## src/rtl/lcd_write_engine.sv

```systemverilog
// lcd_write_engine: timed write sequencer for an HD44780-style character LCD.
// Accepts one byte per valid/ready handshake. It drives RS/RW/DATA, then
// produces a timed EN pulse and a hold period. It then waits out the
// controller execution time before accepting the next byte.
// lcd_o packing matches the LCD output register: {EN, RS, RW, DATA[7:0]}.
module lcd_write_engine #(
  parameter int unsigned T_SETUP = 3,
  parameter int unsigned T_PW    = 12,
  parameter int unsigned T_HOLD  = 2,
  parameter int unsigned T_EXEC  = 2000,
  parameter int unsigned T_LONG  = 82000
) (
  input  logic        clk_i,
  input  logic        rst_ni,
  input  logic        req_valid_i,
  output logic        req_ready_o,
  input  logic        req_rs_i,
  input  logic [7:0]  req_data_i,
  output logic        busy_o,
  output logic        done_o,
  output logic [10:0] lcd_o
);

  localparam int unsigned CW = $clog2(T_LONG + 1);

  // Each timed state is loaded with its full duration.
  // The state is left on the cycle the count reads one, so it lasts exactly that many cycles.
  localparam logic [CW-1:0] LD_SETUP = CW'(T_SETUP);
  localparam logic [CW-1:0] LD_PW    = CW'(T_PW);
  localparam logic [CW-1:0] LD_HOLD  = CW'(T_HOLD);
  localparam logic [CW-1:0] LD_EXEC  = CW'(T_EXEC);
  localparam logic [CW-1:0] LD_LONG  = CW'(T_LONG);
  localparam logic [CW-1:0] CNT_ONE  = CW'(1);

  typedef enum logic [2:0] {
    S_IDLE  = 3'd0,
    S_SETUP = 3'd1,
    S_PULSE = 3'd2,
    S_HOLD  = 3'd3,
    S_WAIT  = 3'd4
  } state_e;

  state_e          state_q;
  logic [CW-1:0]   cnt_q;
  logic            en_q;
  logic            rs_q;
  logic [7:0]      data_q;
  logic            done_q;

  logic [CW-1:0]   wait_ld_d;
  logic            cnt_last_d;

  // Pick the execution wait: clear (0x01) and home (0x02/0x03) need the long wait.
  always_comb begin
    wait_ld_d = LD_EXEC;
    if (!rs_q && (data_q[7:2] == 6'd0) && (data_q != 8'd0)) begin
      wait_ld_d = LD_LONG;
    end else begin
      wait_ld_d = LD_EXEC;
    end
  end

  assign cnt_last_d  = (cnt_q == CNT_ONE);
  assign req_ready_o = rst_ni && (state_q == S_IDLE);
  assign busy_o      = !req_ready_o;
  assign done_o      = done_q;
  assign lcd_o       = {en_q, rs_q, 1'b0, data_q};

  // Write sequencer: state, shared down-counter and all registered pin outputs.
  always_ff @(posedge clk_i) begin
    if (!rst_ni) begin
      state_q <= S_IDLE;
      cnt_q   <= '0;
      en_q    <= 1'b0;
      rs_q    <= 1'b0;
      data_q  <= 8'h00;
      done_q  <= 1'b0;
    end else begin
      done_q <= 1'b0;
      case (state_q)
        S_IDLE: begin
          en_q <= 1'b0;
          if (req_valid_i) begin
            rs_q    <= req_rs_i;
            data_q  <= req_data_i;
            cnt_q   <= LD_SETUP;
            state_q <= S_SETUP;
          end
        end
        S_SETUP: begin
          if (cnt_last_d) begin
            en_q    <= 1'b1;
            cnt_q   <= LD_PW;
            state_q <= S_PULSE;
          end else begin
            cnt_q <= cnt_q - CNT_ONE;
          end
        end
        S_PULSE: begin
          if (cnt_last_d) begin
            en_q    <= 1'b0;
            cnt_q   <= LD_HOLD;
            state_q <= S_HOLD;
          end else begin
            cnt_q <= cnt_q - CNT_ONE;
          end
        end
        S_HOLD: begin
          if (cnt_last_d) begin
            cnt_q   <= wait_ld_d;
            state_q <= S_WAIT;
          end else begin
            cnt_q <= cnt_q - CNT_ONE;
          end
        end
        S_WAIT: begin
          if (cnt_last_d) begin
            cnt_q   <= '0;
            done_q  <= 1'b1;
            state_q <= S_IDLE;
          end else begin
            cnt_q <= cnt_q - CNT_ONE;
          end
        end
        default: begin
          en_q    <= 1'b0;
          cnt_q   <= '0;
          state_q <= S_IDLE;
        end
      endcase
    end
  end

endmodule

```

## config.mk

```make
export PLATFORM = sky130hd
export DESIGN_NAME = lcd_write_engine
export DESIGN_NICKNAME = d
export VERILOG_FILES = /design/src/rtl/lcd_write_engine.sv
export SDC_FILE = /design/constraint.sdc
export NUM_CORES = 1
export LEC_CHECK = 0
export BUFFER_PORTS_ARGS = -buffer_cell sky130_fd_sc_hd__buf_2
export CAP_MARGIN = 20
export CORE_MARGIN = 2
export CORE_UTILIZATION = 51
export DETAILED_ROUTE_END_ITERATION = 10
export HOLD_SLACK_MARGIN = 0.05
export PLACE_DENSITY_LB_ADDON = 0.12
export SLEW_MARGIN = 30
export SYNTH_ARGS = -nofsm -noshare
export SYNTH_HDL_FRONTEND = slang
export SYNTH_SLANG_ARGS = --single-unit
```

## constraint.sdc

```tcl
create_clock -name clk_i -period 1.85 [get_ports clk_i]
set_input_delay 0.185 -clock clk_i [delete_from_list [all_inputs] [get_ports clk_i]]
set_output_delay 0.185 -clock clk_i [all_outputs]
set_load 0.01 [all_outputs]
```

* Word-level counts from Yosys, hierarchy flattened
Cells that the tools add are included.
Widths: inputs -> output; s select.
** Word-level totals
- Memories :: 0
- Bits in registers :: 31
- Output and inout port bits :: 14
- Bits in read-only memories :: 0
- RAM bits :: 0
- Latch bits :: 0
- Word-level logic and storage cells :: 48
- Bits of input ports :: 12
** Operators by class
- Bitwise logic cells :: 1
- Div/mod/pow operators :: 0
- Shift-type cells :: 0
- Equality and inequality tests :: 10
- Add/subtract/negate cells :: 1
- Mux-type cells :: 17
- Multipliers :: 0
- $lt $le $gt $ge :: 0
- Reduce and logical (&&, ||, !) cells :: 13
** Operators with widths (number)
- $mux 17 :: 6
- $pmux 17 s5 :: 1
- $eq 17x1->1 const B :: 1
- $sub 17x1->17 const B :: 1
- $mux 3 :: 5
- $pmux 3 s5 :: 1
- $ne 2x2->1 const B :: 5
- $reduce_bool 8->1 :: 1
- $eq 3x2->1 const B :: 2
- $logic_not 6->1 :: 1
- $reduce_and 5->1 :: 1
- $reduce_and 2->1 :: 2
- $eq 3x1->1 const B :: 1
- $eq 3x3->1 const B :: 1
- $logic_and 1x1->1 :: 3
- $logic_not 3->1 :: 1
- $mux 1 :: 3
- $pmux 1 s3 :: 1
- $reduce_and 3->1 :: 1
- $logic_not 1->1 :: 2
- $reduce_or 2->1 :: 1
- $not 1->1 :: 1

* Depth between registers and ports, before layout
Gate-level depths: netlist (run 1).
- Depth in word-level cells :: 6
- Depth in mapped cells :: 9
- Depth with buffers taken out :: 7

* Worst setup path after synthesis (run 1)
OpenSTA, ideal clock, no wires.
- Path type :: register -> register
- From :: register cnt_q[0]
- To :: register cnt_q[14]
- Arrival :: 1.685 ns
- Stages on the path, launching flop included :: 8
- Required time :: 1.764 ns
- Buffers on the path :: 0
- Library setup time :: 0.086 ns
- Setup slack :: 0.079 ns
- Cells stage by stage :: dfxtp_1 -> inv_1 -> ha_1 -> nor4b_4 -> nand3_4 -> nor4b_4 -> mux2i_1 -> a221oi_2
** On the way
- Cells in the longest elaborated chain, start to end :: 3
- Elaborated cells on any way between the ends :: 7
- Those cells by class :: 1 x add/sub; 1 x eq/ne; 5 x mux
** RTL lines
- start, declared :: RTL line 44 : logic [CW-1:0] cnt_q;
- start signal, assigned :: RTL line 96 : cnt_q <= cnt_q - CNT_ONE;
- start signal, assigned :: RTL line 105 : cnt_q <= cnt_q - CNT_ONE;
- start signal, assigned :: RTL line 110 : cnt_q <= wait_ld_d;
- $sub 17x1->17 or $eq 17x1->1 (tied branches)
- $mux 17 (on tied branches)
- $pmux 17 s5 * :: RTL line 80 : case (state_q)
Every way passes the cells marked *; elsewhere a longest branch is shown, timed or not.
A chain may end at the register's enable or synchronous reset.

* Final worst setup path (run 1)
- From :: register cnt_q[1]
- To :: register cnt_q[15]
The elaborated chain is that of the path after synthesis.

==> qor.csv, run 1 <==
metric;value;unit
outcome;finished clean;
Syn Nets;250;
largest net degree at the start of global routing;15;
dominant cell type by area after synthesis;dfxtp_1;
Hold Startpoint;req_data_i[0];
global-route wire length before repair;8690;um
Vias/cell;5.85;
Arr. time, crit path;2.05;ns
clk slew on worst S/H paths;0.11;ns
Worst R2R Start;cnt_q[1];
unrepaired setup endpoints after global routing;true;
Flop pwr share;22.6;%
hold-critical path endpoint;data_q[0];
worst-path fanout max;2;
FF+latch count, synth;31;
Final setup viols;0;
placed cells;334;
Std-Cell Rows;21;
global route total overflow;0;
Netlist Area Pre-Place;1870;um2
Clock Power Share;9.7;%
Syn Inst Count;236;
number of global-route vias before repair;1855;
CTS Buf Count;5;
crit path kind;reg2reg;
via count;2025;
DRC violations left;0;
post-synth top area share;33.2;%
Die Area;4160;um2
Post-synth top flop;dfxtp_1;
drt wl/cell;15.5;um
FILL cells;281;
most frequent cells in the layout;buf_4 (45), nand2_1 (36), dfxtp_1 (29), a21oi_1 (24), buf_2 (24);
CTS tree;yes;
Clock Tree Buf Depth;2;
layout net count;313;
syn avg cell area;7.91;um2
Worst setup SP type;register;
Final Hold Viols;0;
number of enable flip-flop cells after synthesis;0;
placed cell area;2310;um2
worst hold stages;3;
Net Sw Frac;44.6;%
clk sink count;31;
reg2reg path depth;8;
Comb pwr share;67.7;%
R2R Setup Slk;0.05;ns
port buffer count;24;
Routed WL;5360;um
internal power;2.65;mW
Util after Layout;72.5;%
commonest non-fill, non-tap cell in the layout;buf_4;
GRT Overall Usage;26.8;%
Max VDD drop;926;uV
drt first pass iters;4;
Hold Path Class;in2reg;
Syn. warnings;0;
Pleak;1.08;nW
Initial DRC Count;177;
fmax;555;MHz
PwrDens;1930;nW/um2
reg2reg end;cnt_q[15];
P_sw;2.13;mW
# diodes;0;
Layout Cell Area excl Fill;2480;um2
Core Box Area;3420;um2
htree depth;2;
initial antenna violation count;0;
Cell variety after synth;57;
share of layout cells above drive strength 1;34.0;%
routability cong.;0.921;
Final Max Slew Viols;0;
Area Overhead vs Synth;32.7;%
CP endpoint kind;register;
Die Wd;64.5;um
Detail Route Antenna Nets;0;
CP Data Required Time;2.10;ns
CTS Hold Buffers Added;0;
MaxCap Viol Count;0;
synth top area cells;dfxtp_1 (33%), nand2_1 (7.4%), a21oi_1 (6.7%);
CTS root buffer;clkbuf_4;
register area share after synthesis;33.2;%
DP Wirelength;3910;um
clk_skew;0.0125;ns
Final Cycle Share;97.4;%
Tmin final;1.80;ns
non-filler cells, final;346;
I/O pin total;26;
PnR Total Power;4.78;mW
clk_lat worst skew;0.34;ns
Die H;64.5;um
Initial Utilization;54.7;%
asr flop ratio synth;0;%
-- state kept, by name, summed over array words and instances, names as in the netlist --
register / count
cnt_q: 17
data_q: 8
done_o: 1
en_q: 1
rs_q: 1
state_q: 3
-- Yosys cell counts (all sizes together) (2+ instances only) --
cell and n:
o211a 4, nor3b 3, ha 2, dfxtp 31, nor3 14, clkbuf 9
nor4b 4, nor4 4, a31oi 8, o21ai 8, a22oi 4, nand3 11
buf 6, nor2b 2, a221oi 2, xnor2 2, a21oi 25, xor2 3
or3 4, nand2 37, nor2 15, nand3b 2, o31ai 3, and3 4
inv 6
-- cells by family after synthesis --
group | Yosys count | synth area share [%]
mux | 1 | 0.536
fa+ha+maj | 2 | 1.34
buf+inv | 22 | 5.36
simple gates | 106 | 32.7
flops | 31 | 33.2
xor+xnor | 5 | 2.35
other cells | 1 | 0.201
compound gates | 68 | 24.3
-- worst max path at each step --
stage	start	to	slack (ns)	cells after the start
after CTS	cnt_q[1]	cnt_q[16]	0.002	8
final	cnt_q[1]	cnt_q[15]	0.05	8
after global routing	cnt_q[0]	cnt_q[7]	-0.07	7
after floorplan	cnt_q[0]	cnt_q[14]	0.08	7
after global placement	cnt_q[1]	cnt_q[2]	-0.005	8
after detailed placement	cnt_q[0]	cnt_q[1]	-0.02	7
-- worst max-delay path, stage by stage, from the launching register on --
cell      delay, ns
dfxtp_2        0.33
inv_2          0.06
ha_1           0.16
nor4b_4        0.27
and3_4         0.26
a21boi_4       0.07
buf_4          0.15
and3_1         0.16
o221a_2        0.25
-- metrics by stage --
step | setup TNS [ns] | hold slack (ns) | setup slack (ns)
floorplan | 0 | 0.321 | 0.0786
global placement | -0.00542 | 0.426 | -0.00542
detailed placement | -0.0347 | 0.434 | -0.0152
CTS | 0 | 0.0702 | 0.00231
global route | -0.510 | 0.0722 | -0.0687
finish | 0 | 0.0804 | 0.0482
-- per-layer routing --
| metal | vias to the layer above | global-route usage (%) | share of wire, % |
|---|---|---|---|
| li1 | 990 | - | - |
| met1 | 946 | 34.8 | 43 |
| met2 | 72 | 43.0 | 48 |
| met3 | 17 | 5.73 | 5.4 |
| met4 | 0 | 11.4 | 2.8 |
| met5 | - | 0 | 0 |
-- power groups by stage --
stage / combinational (mW) / clock [mW] / sequential (mW)
2_1_floorplan: 1.72 / 0 / 1.10
3_3_place_gp: 2.84 / 0 / 1.05
3_5_place_dp: 2.88 / 0 / 1.06
4_1_cts: 2.98 / 0.465 / 1.05
5_1_grt: 3.51 / 0.496 / 1.11
6_report: 3.24 / 0.463 / 1.08
-- final cells by class --
class	count	area (um2)	area share (%)
multi-input combinational	183	1210	48.9
sequential	31	623	25.2
timing repair buffer	71	489	19.7
clock buffer	8	68.8	2.78
tap	46	57.6	2.32
inverter	7	26.3	1.06
-- repair_timing --
action                                  in CTS  in global routing
resized for setup                            2                 17
pin swaps                                    3                  4
endpoints found under the setup margin       6                 16
buffers inserted                             3                  1
No activity file was read; power rests on OpenSTA's default activity.
==> inputs of run 2 (changes only) <==
--- a/config.mk
+++ b/config.mk
@@ -5,6 +5,7 @@
 export SDC_FILE = /design/constraint.sdc
 export NUM_CORES = 1
 export LEC_CHECK = 0
+export ABC_AREA = 1
 export BUFFER_PORTS_ARGS = -buffer_cell sky130_fd_sc_hd__buf_2
 export CAP_MARGIN = 20
 export CORE_MARGIN = 2
==> run 2 against run 1 <==
Area after synthesis is 0.87% higher. Clock skew is 0.0075 ns lower. Routed wire length decreased by 25%. Final cell count is 0.29% higher. Core utilization is 13 points lower. Fmax is 15% higher. Count of clock-buffer cells in the layout is the same. Hold slack better by 0.10 ns. Global-route usage decreased by 5.5 points. Non-clock buffer count shrank 43. Highest routed layer unchanged.
==> qor.csv, run 2 <==
metric;value;unit;change
outcome;finished clean;;
# diodes;0;;unchanged
Largest Register;cnt_q;;
FF+latch count, synth;31;;unchanged
CP Data Required Time;2.03;ns;-0.07 ns
clk sink count;31;;unchanged
I/O pin total;26;;unchanged
Die Area;4190;um2;+0.82%
Detail Route Antenna Nets;0;;unchanged
placed cell area;2050;um2;-11%
CTS Buf Count;5;;unchanged
htree depth;2;;unchanged
Syn Nets;284;;+14%
CTS root buffer;clkbuf_8;;
number of enable flip-flop cells after synthesis;0;;unchanged
number of global-route vias before repair;1531;;-17%
Core Box Area;3610;um2;+5.6%
crit path kind;reg2reg;;
CP endpoint kind;register;;
register area share after synthesis;33.0;%;-0.29 points
port buffer count;24;;unchanged
global route total overflow;0;;unchanged
largest registers;cnt_q: 17 flops, data_q: 8 flops, state_q: 3 flops;;
Pleak;1.00;nW;-7.3%
DRC violations left;0;;unchanged
asr flop ratio synth;0;%;unchanged
Syn. warnings;0;;unchanged
Post-synth top flop;dfxtp_1;;
largest net degree at the start of global routing;19;;+4
via count;1692;;-16%
initial antenna violation count;0;;unchanged
GRT Overall Usage;21.3;%;-5.5 points
layout net count;312;;-0.32%
P_sw;2.09;mW;-2.1%
drt wl/cell;11.6;um;-25%
Max VDD drop;982;uV;+6.0%
Worst setup SP type;register;;
worst hold stages;3;;unchanged
CTS tree;yes;;
Final Cycle Share;84.4;%;-13 points
dominant cell type by area after synthesis;dfxtp_1;;
Layout Cell Area excl Fill;2150;um2;-13%
Post-CTS Setup Inserts;0;;-3
DP Wirelength;3050;um;-22%
Final Max Slew Viols;0;;unchanged
count leader, synth;nand2_1;;
reg2reg path depth;13;;+5
drt first pass iters;4;;unchanged
routability cong.;0.844;;-8.4%
clk slew on worst S/H paths;0.07;ns;-0.04 ns
CTS Hold Buffers Added;0;;unchanged
share of layout cells above drive strength 1;26.1;%;-7.9 points
Tmin final;1.56;ns;-0.241 ns
synth top area cells;dfxtp_1 (33%), nand2_1 (12%), nor2_4 (7.2%);;
commonest non-fill, non-tap cell in the layout;nand2_1;;
fmax;641;MHz;+15%
Vias/cell;4.88;;-17%
Area Overhead vs Synth;14.4;%;
Netlist Area Pre-Place;1880;um2;+0.87%
CTS resizes;0;;-2
unrepaired setup endpoints after global routing;false;;
max FFs per register;17;;unchanged
Net Sw Frac;49.0;%;+4.4 points
Routed WL;4020;um;-25%
syn avg cell area;6.97;um2;-12%
setup tns final;0;ns;unchanged
Comb pwr share;60.2;%;-7.5 points
MaxCap Viol Count;0;;unchanged
Clock Power Share;13.8;%;+4.1 points
Die H;64.8;um;+0.41%
Arr. time, crit path;1.74;ns;-0.31 ns
Die Wd;64.8;um;+0.41%
Syn Inst Count;270;;+14%
worst-path fanout max;9;;+7
PwrDens;1980;nW/um2;+2.4%
global-route wire length before repair;6890;um;-21%
Clock Tree Buf Depth;2;;unchanged
Initial Utilization;52.2;%;-2.4 points
Final setup viols;0;;unchanged
Hold Path Class;in2reg;;
internal power;2.17;mW;-18%
Std-Cell Rows;22;;+4.8%
most frequent cells in the layout;nand2_1 (60), dfxtp_1 (31), nor2_1 (30), a21oi_1 (24), buf_2 (24);;
Cell variety after synth;34;;-40%
Post-synth top cells;nand2_1 (60), dfxtp_1 (31), nor2_1 (30);;
Util after Layout;59.8;%;-13 points
post-synth top area share;33.0;%;-0.29 points
clk_lat worst skew;0.28;ns;-0.06 ns
clk_skew;0.00495;ns;-0.00754 ns
Initial DRC Count;81;;-54%
Final Hold Viols;0;;unchanged
Flop pwr share;26.0;%;+3.4 points
==> run 2: cell types whose count changed in the layout (fill, tap and decap cells not counted), sizes merged, moves of 4 or more <==
cell,change
a22oi,-4
a31oi,-7
buf,-43
inv,+21
nand2,+37
nor2,+32
nor3,-10
nor4,-4
nor4b,-4
o211a,-4
o21ai,+12
or3,-4
==> run 2: critical path: stages (launching register included) <==
cell,delay [ns]
dfxtp_1,0.32
inv_1,0.08
ha_1,0.17
inv_1,0.04
nor2_1,0.11
nand2_1,0.10
nor2_4,0.11
nand2_4,0.08
nand2_4,0.13
inv_2,0.10
nand2_1,0.07
nand3_1,0.06
nand2_1,0.06
inv_1,0.04
==> run 2: logic make-up (layout without fill, tap and decap cells) <==
kind of cell	Yosys count	after routing	synth area share (%)
simple gates	144	144	40.1
compound gates	48	48	13.8
buf+inv	36	65	7.91
flops	31	31	33.0
xor+xnor	8	8	3.72
fa+ha+maj	2	2	1.33
other cells	1	1	0.199
==> run 2: path summary, 6_finish.rpt <==
path                            startpoint        end  slack (ns)
worst max register to register    cnt_q[1]   cnt_q[7]        0.29
worst min register to register   data_q[0]  data_q[0]        0.47
worst min-delay path              req_rs_i       rs_q        0.18
worst max-delay path              cnt_q[1]   cnt_q[7]        0.29
==> run 2: area by class of cell <==
| class | count | area (um2) |
|---|---|---|
| well taps | 48 | 60.1 |
| multi-input cells | 203 | 1110 |
| fillers | 351 | 1450 |
| inverters | 29 | 110 |
| flip-flops and latches | 31 | 621 |
| clock buffers | 8 | 100 |
| repair buffers | 28 | 150 |
==> run 2: layer usage <==
layer  vias to the layer above  track usage (%)  wire length, um
met5                         -                0                0
met4                         0             8.78               68
met3                         8             3.82              129
met2                        32             36.1             1890
met1                       738             26.5             1930
li1                        914                -                -
==> run 2: metrics by stage <==
step	instances	setup slack (ns)	hold slack [ns]	total power, mW
3_3_place_gp	339	0.326	0.446	3.67
3_5_place_dp	339	0.293	0.463	3.69
2_1_floorplan	270	0.471	0.323	3.18
5_1_grt	347	0.134	0.202	4.67
6_report	347	0.289	0.181	4.26
4_1_cts	347	0.279	0.184	4.29
==> run 2: power by group through the flow <==
| stage | Sequential [mW] | Clock, mW | Combinational, mW |
|---|---|---|---|
| floorplan | 1.11 | 0 | 2.07 |
| global placement | 1.12 | 0 | 2.55 |
| detailed placement | 1.12 | 0 | 2.56 |
| CTS | 1.11 | 0.598 | 2.58 |
| global route | 1.14 | 0.628 | 2.89 |
| finish | 1.11 | 0.589 | 2.56 |
